`src/rtl/mc_main_ctrl.sv`:
```
// Multi-cycle main control FSM for the MIPS-subset CPU: sequences fetch, decode,
// execute, memory and writeback, and drives every datapath enable, select and ALUop.
module mc_main_ctrl #(
  parameter logic MEM_WAIT_EN = 1'b1
) (
  input  logic       clk,
  input  logic       rst_n,
  input  logic [5:0] op,
  input  logic       zero,
  input  logic       mem_ready,
  output logic       pc_write,
  output logic       pc_write_cond,
  output logic       iord,
  output logic       mem_read,
  output logic       mem_write,
  output logic       ir_write,
  output logic       mem_to_reg,
  output logic       reg_dst,
  output logic       reg_write,
  output logic       alu_src_a,
  output logic [1:0] alu_src_b,
  output logic [1:0] pc_source,
  output logic [1:0] alu_op,
  output logic [3:0] state,
  output logic       instr_done
);

  localparam logic [3:0] S_IF      = 4'd0;
  localparam logic [3:0] S_ID      = 4'd1;
  localparam logic [3:0] S_MEMADR  = 4'd2;
  localparam logic [3:0] S_MEMRD   = 4'd3;
  localparam logic [3:0] S_MEMWB   = 4'd4;
  localparam logic [3:0] S_MEMWR   = 4'd5;
  localparam logic [3:0] S_EXEC    = 4'd6;
  localparam logic [3:0] S_RCOMP   = 4'd7;
  localparam logic [3:0] S_BRANCH  = 4'd8;
  localparam logic [3:0] S_JUMP    = 4'd9;
  localparam logic [3:0] S_ADDI_EX = 4'd10;
  localparam logic [3:0] S_ADDI_WB = 4'd11;

  localparam logic [5:0] OP_RTYPE = 6'b000000;
  localparam logic [5:0] OP_LW    = 6'b100011;
  localparam logic [5:0] OP_SW    = 6'b101011;
  localparam logic [5:0] OP_BEQ   = 6'b000100;
  localparam logic [5:0] OP_J     = 6'b000010;
  localparam logic [5:0] OP_ADDI  = 6'b001000;

  localparam logic [1:0] ALU_ADD  = 2'b00;
  localparam logic [1:0] ALU_SUB  = 2'b01;
  localparam logic [1:0] ALU_FUNC = 2'b10;

  logic [3:0] r_state;
  logic [3:0] w_next;
  logic       w_rdy;
  logic       w_opLegal;
  logic       w_unused;

  // The zero flag is consumed by the datapath's PC-write gating, not by the sequencer.
  assign w_unused = zero;

  assign w_rdy = mem_ready | ~MEM_WAIT_EN;
  assign state = r_state;

  always_comb begin
    w_opLegal = 1'b0;
    case (op)
      OP_RTYPE, OP_LW, OP_SW, OP_BEQ, OP_J, OP_ADDI: w_opLegal = 1'b1;
      default:                                       w_opLegal = 1'b0;
    endcase
  end

  always_ff @(posedge clk or negedge rst_n) begin
    if (!rst_n) begin
      r_state <= S_IF;
    end else begin
      r_state <= w_next;
    end
  end

  always_comb begin
    w_next = S_IF;
    case (r_state)
      S_IF:      w_next = w_rdy ? S_ID : S_IF;
      S_ID: begin
        case (op)
          OP_RTYPE:      w_next = S_EXEC;
          OP_LW, OP_SW:  w_next = S_MEMADR;
          OP_BEQ:        w_next = S_BRANCH;
          OP_J:          w_next = S_JUMP;
          OP_ADDI:       w_next = S_ADDI_EX;
          default:       w_next = S_IF;
        endcase
      end
      S_MEMADR:  w_next = (op == OP_LW) ? S_MEMRD : S_MEMWR;
      S_MEMRD:   w_next = w_rdy ? S_MEMWB : S_MEMRD;
      S_MEMWB:   w_next = S_IF;
      S_MEMWR:   w_next = w_rdy ? S_IF : S_MEMWR;
      S_EXEC:    w_next = S_RCOMP;
      S_RCOMP:   w_next = S_IF;
      S_BRANCH:  w_next = S_IF;
      S_JUMP:    w_next = S_IF;
      S_ADDI_EX: w_next = S_ADDI_WB;
      S_ADDI_WB: w_next = S_IF;
      default:   w_next = S_IF;
    endcase
  end

  // Moore decode of the state; only the memory-facing states look at rdy.
  always_comb begin
    pc_write      = 1'b0;
    pc_write_cond = 1'b0;
    iord          = 1'b0;
    mem_read      = 1'b0;
    mem_write     = 1'b0;
    ir_write      = 1'b0;
    mem_to_reg    = 1'b0;
    reg_dst       = 1'b0;
    reg_write     = 1'b0;
    alu_src_a     = 1'b0;
    alu_src_b     = 2'b00;
    pc_source     = 2'b00;
    alu_op        = ALU_ADD;
    instr_done    = 1'b0;
    case (r_state)
      S_IF: begin
        mem_read  = 1'b1;
        alu_src_b = 2'b01;
        ir_write  = w_rdy;
        pc_write  = w_rdy;
      end
      S_ID: begin
        alu_src_b  = 2'b11;
        instr_done = ~w_opLegal;
      end
      S_MEMADR: begin
        alu_src_a = 1'b1;
        alu_src_b = 2'b10;
      end
      S_MEMRD: begin
        mem_read = 1'b1;
        iord     = 1'b1;
      end
      S_MEMWB: begin
        reg_write  = 1'b1;
        mem_to_reg = 1'b1;
        instr_done = 1'b1;
      end
      S_MEMWR: begin
        mem_write  = 1'b1;
        iord       = 1'b1;
        instr_done = w_rdy;
      end
      S_EXEC: begin
        alu_src_a = 1'b1;
        alu_op    = ALU_FUNC;
      end
      S_RCOMP: begin
        reg_write  = 1'b1;
        reg_dst    = 1'b1;
        instr_done = 1'b1;
      end
      S_BRANCH: begin
        alu_src_a     = 1'b1;
        alu_op        = ALU_SUB;
        pc_write_cond = 1'b1;
        pc_source     = 2'b01;
        instr_done    = 1'b1;
      end
      S_JUMP: begin
        pc_write   = 1'b1;
        pc_source  = 2'b10;
        instr_done = 1'b1;
      end
      S_ADDI_EX: begin
        alu_src_a = 1'b1;
        alu_src_b = 2'b10;
      end
      S_ADDI_WB: begin
        reg_write  = 1'b1;
        instr_done = 1'b1;
      end
      default: begin
        alu_src_b = 2'b00;
      end
    endcase

    // Reset holds the state at IF, but the enables must not fire while it is asserted.
    if (!rst_n) begin
      pc_write      = 1'b0;
      pc_write_cond = 1'b0;
      mem_read      = 1'b0;
      mem_write     = 1'b0;
      ir_write      = 1'b0;
      reg_write     = 1'b0;
      instr_done    = 1'b0;
    end
  end

endmodule
```
`config.mk`:
```
export PLATFORM = sky130hd
export DESIGN_NAME = mc_main_ctrl
export DESIGN_NICKNAME = d
export VERILOG_FILES = /design/src/rtl/mc_main_ctrl.sv
export SDC_FILE = /design/constraint.sdc
export NUM_CORES = 1
export LEC_CHECK = 0
export ABC_AREA = 1
export CAP_MARGIN = 0
export CORE_MARGIN = 2
export CORE_UTILIZATION = 32
export CTS_BUF_LIST = sky130_fd_sc_hd__clkbuf_16
export CTS_CLUSTER_SIZE = 24
export DETAILED_ROUTE_END_ITERATION = 8
export MAX_ROUTING_LAYER = met4
export PLACE_DENSITY_LB_ADDON = 0.3
export SYNTH_ARGS = -nofsm -noshare
export SYNTH_HDL_FRONTEND = slang
export SYNTH_SLANG_ARGS = --single-unit
```
`constraint.sdc`:
```
create_clock -name clk -period 1.21 [get_ports clk]
set_input_delay 0.242 -clock clk [delete_from_list [all_inputs] [get_ports clk]]
set_output_delay 0.242 -clock clk [all_outputs]
set_load 0.02 [all_outputs]
```
==> reports/qor.yml, run 1 <==
cts:
  cts_buffers: 3
  cts_max_level: 1
  ctsHoldBuffers: 0
  clkSinkCount: 4
  cts-root-buf: "clkbuf_16"
  clockBufferDepth: 2
place:
  pre_cts_ws_ns: -1.01
  place_area_sq_um: 1090
  place.gp.congestion: 0.866
  port_buffers: 29
  dp.final_hpwl_um: 1620
die:
  boundaryPins: 31
  dieWidth_um: 44.1
  die-height_um: 44.1
  num_rows: 14
  initial_core_util: 0.342
synthesis:
  synth_cell_types: 18
  syn_area_sq_um: 515
  synth_fp_nets: 105
  syn_avg_cell_area_sq_um: 5.43
  ys_seq_area_frac: 0.194
  synth_cells: 95
  ys_seq_elements: 4
  yosysWarningCount: 0
outcome:
  failing_step: "global routing (5_1_grt)"
  stop_error: "[ERROR DPL-0038] Utilization greater than 100%, impossible to legalize"
  status: "stopped before the end"
grt:
  grt_max_degree: 7
timing:
  crit_endpoint: "alu_src_b[1]"
  endpoint_type: "top-level output"
## kinds of logic after synthesis
| family | count (synthesis) | synth area share |
|---|---|---|
| flip-flops | 4 | 0.194 |
| AND/OR/NAND/NOR | 61 | 0.534 |
| AO/OA/AOI/OAI | 11 | 0.126 |
| buffers and inverters | 19 | 0.146 |
## through the flow
| stage | cells | hold WS (ns) |
|---|---|---|
| after floorplan | 95 | -0.0536 |
| after global placement | 163 | 0.541 |
| after detailed placement | 163 | 0.547 |
| after CTS | 175 | 0.309 |
## Yosys cell counts, drive strengths merged
cell type / count / area [sq um]
a211oi: 1 / 7.51
a21boi: 1 / 7.51
a21oi: 2 / 10.0
buf: 1 / 7.51
dfrtp: 4 / 100
inv: 18 / 67.6
nand2: 23 / 91.3
nand3: 10 / 50.1
nand4: 1 / 6.26
nor2: 26 / 123
nor3: 1 / 5.00
o211ai: 2 / 15.0
o21ai: 5 / 25.0
## repair_timing
item	4_1_cts
hold endpoints to repair	0
setup buffers	9
endpoints found under the setup margin	25
pin swaps	23
resized for setup	162
==> inputs of run 2 (changes only) <==
==> config.mk (replaced) <==
export PLATFORM = sky130hd
export DESIGN_NAME = mc_main_ctrl
export DESIGN_NICKNAME = d
export VERILOG_FILES = /design/src/rtl/mc_main_ctrl.sv
export SDC_FILE = /design/constraint.sdc
export NUM_CORES = 1
export LEC_CHECK = 0
export ABC_AREA = 1
export CAP_MARGIN = 0
export CORE_AREA = 2 2 63 65
export DETAILED_ROUTE_END_ITERATION = 8
export DIE_AREA = 0 0 65 67
export PLACE_DENSITY_LB_ADDON = 0.15
export SYNTH_ARGS = -nofsm -noshare
export SYNTH_HDL_FRONTEND = slang
export SYNTH_SLANG_ARGS = --single-unit
==> constraint.sdc (replaced) <==
create_clock -name clk -period 1.6 [get_ports clk]
set_input_delay 0.32 -clock clk [delete_from_list [all_inputs] [get_ports clk]]
set_output_delay 0.32 -clock clk [all_outputs]
set_load 0.02 [all_outputs]
==> run 2 against run 1 <==
Net effect:
- the flow now finishes, with violations (setup timing)
- area after synthesis is the same
- synthesized cell count unchanged
==> reports/qor.yml, run 2 <==
drt:
  wirelength_met1_um: 853
  dr.max_layer_used: "met4"
  vias: 863
  route.met3.wl_um: 110
  drc: 0
  dr.first_iter.drc_count: 20
  wl_met2_um: 1140
  first_pass_iters: 3
  drt-vias-per-instance: 3.94
  ant_nets: 0
  routed_wl_um: 2170
  wl_per_cell_um: 9.90
finish:
  area_growth_syn_to_layout_pct: 166
  final_cell_area_sq_um: 1370
  final_cell_mix: "buf_4, buf_6, nand2_1"
  fillers: 413
  largest_reg_flops: 4
  nets: 183
  drive_gt1_frac: 0.637
  antenna_cells: 0
  regArea_sq_um: 105
  multi_input_area_sq_um: 462
  layout_commonest_cell: "buf_4"
place:
  port_buffers: 29
  dp.final_hpwl_um: 1600
  place_area_sq_um: 1100
  place.gp.congestion: 0.790
power_and_ir_drop:
  ir_worst_vdd_mv: 0.212
  leakage_nw: 0.746
  power.total_mw: 0.716
  p_per_area_nw_per_um2: 522
synthesis:
  synthTopCellsByArea: "dfrtp_1, nand2_1, nor2_1"
  syn_avg_cell_area_sq_um: 5.43
  yosysWarningCount: 0
  netlist.area_leader.share: 0.194
  synth_cells: 95
  syn_area_sq_um: 515
  synth_cell_types: 18
  synthArstFlopShare: 1.00
  synth_edf_count: 0
  synth.most_common_cell: "nand2_1"
  ys_seq_area_frac: 0.194
  yosys-top-cells-count: "nand2_1, nor2_1, inv_1"
  synth_fp_nets: 105
  ys_seq_elements: 4
  ys.flop_type: "dfrtp_1"
  synth_top_area_cell: "dfrtp_1"
worst_hold_path:
  hp-class: "input port to asynchronous set/reset pin"
cts:
  cts_buffers: 3
  cts_max_level: 1
  cts_tree: "yes"
  clkSinkCount: 4
  clkTransAtPathRegs_ns: 0.03
  ctsHoldBuffers: 0
  clock_latency_ns: 0.22
  cts-root-buf: "clkbuf_8"
  clockBufferDepth: 2
timing:
  rsz0062_at_grt: "true"
  setup_ws_ns: -0.118
  skew_ns: 0.00320
  setup_violations: 11
  fin_crit_sh: 1.07
  tightest_slew_ns: 0.205
  final_max_slew_viol_count: 0
  hold_violations: 0
  slew_headroom: 0.864
  max_freq_mhz: 582
  setup_tns_ns: -0.513
  min_period_ns: 1.72
grt:
  grt_pass1_vias: 804
  overflow: 0
  grt_usage: 0.103
  grt_max_degree: 8
  grt_pass1_wl_um: 3420
  antenna_found_initial: 0
die:
  die-area_sq_um: 4360
  fp.coreArea_sq_um: 3610
  die-height_um: 67
  num_rows: 22
  dieWidth_um: 65
  initial_core_util: 0.143
  boundaryPins: 31
critical_path:
  end_kind: "output pin"
  cp_data_required_time_ns: 1.28
  cp.arrival_ns: 1.40
  crit_fanout: 4
  crit_type: "flop to output pin"
  start_kind: "flop"
outcome:
  violations: "setup timing"
  status: "finished with violations"
job:
  drv_cap: 0
## run 2: cell counts after synthesis
No cell type changed its count.
## run 2: cells by family (layout without fill, tap and decap cells)
family / Yosys count / after routing / synth area share
simple gates: 61 / 61 / 0.534
buf+inv: 19 / 95 / 0.146
compound gates: 11 / 11 / 0.126
flops: 4 / 4 / 0.194
## run 2: final cells by class
type | count | share of cell area
clock buffer | 3 | 0.0301
inverter | 18 | 0.0510
multi-input combinational | 72 | 0.336
sequential | 4 | 0.0766
tap | 48 | 0.0438
timing repair buffer | 74 | 0.462
## run 2: power by group
group	leakage [nW]	internal, mW	switching (mW)
Combinational	0.676	0.189	0.183
Clock	0.0216	0.161	0.0572
Sequential	0.0480	0.110	0.0155
Total	0.746	0.460	0.256
## run 2: layer usage
metal	vias up	global-route usage
met5	-	0
met4	0	0.0718
met3	5	0.00507
met2	26	0.189
met1	385	0.114
li1	447	-
## run 2: worst paths after layout
kind | from | end | slack [ns] | cells past startpoint
max | state[2] | instr_done | -0.12 | 7
min | rst_n | state[0] | 0.42 | 2
max reg2reg | state[1] | state[0] | 0.06 | 9
min reg2reg | state[3] | state[0] | 0.84 | 5
max in group asynchronous | rst_n | state[2] | 1.07 | 2
min in group clk | mem_ready | state[0] | 0.59 | 4
## run 2: worst max-delay path, cell delays in order, from the launching register on
cell and delay [ns]:
dfrtp_2 0.45, nor2_4 0.15, buf_6 0.11, nand2_1 0.07
nand2_2 0.08, nor2_2 0.04, a21oi_2 0.13, buf_4 0.15
## run 2: metrics by stage
step | setup WS, ns | utilization | hold WS [ns] | std cells
after floorplan | -0.0762 | - | 0.0244 | 95
after global placement | -0.708 | 0.306 | 0.623 | 201
after detailed placement | -0.730 | 0.306 | 0.628 | 201
after CTS | -0.125 | 0.332 | 0.414 | 210
after global routing | -0.193 | 0.381 | 0.427 | 219
final | -0.118 | 0.381 | 0.417 | 219
## run 2: what timing repair did
action,CTS,global route
gates resized for setup,109,42
pin swaps,11,12
setup endpoints to repair,22,16
buffers inserted,6,9
Power figures use the tool's default switching activity.
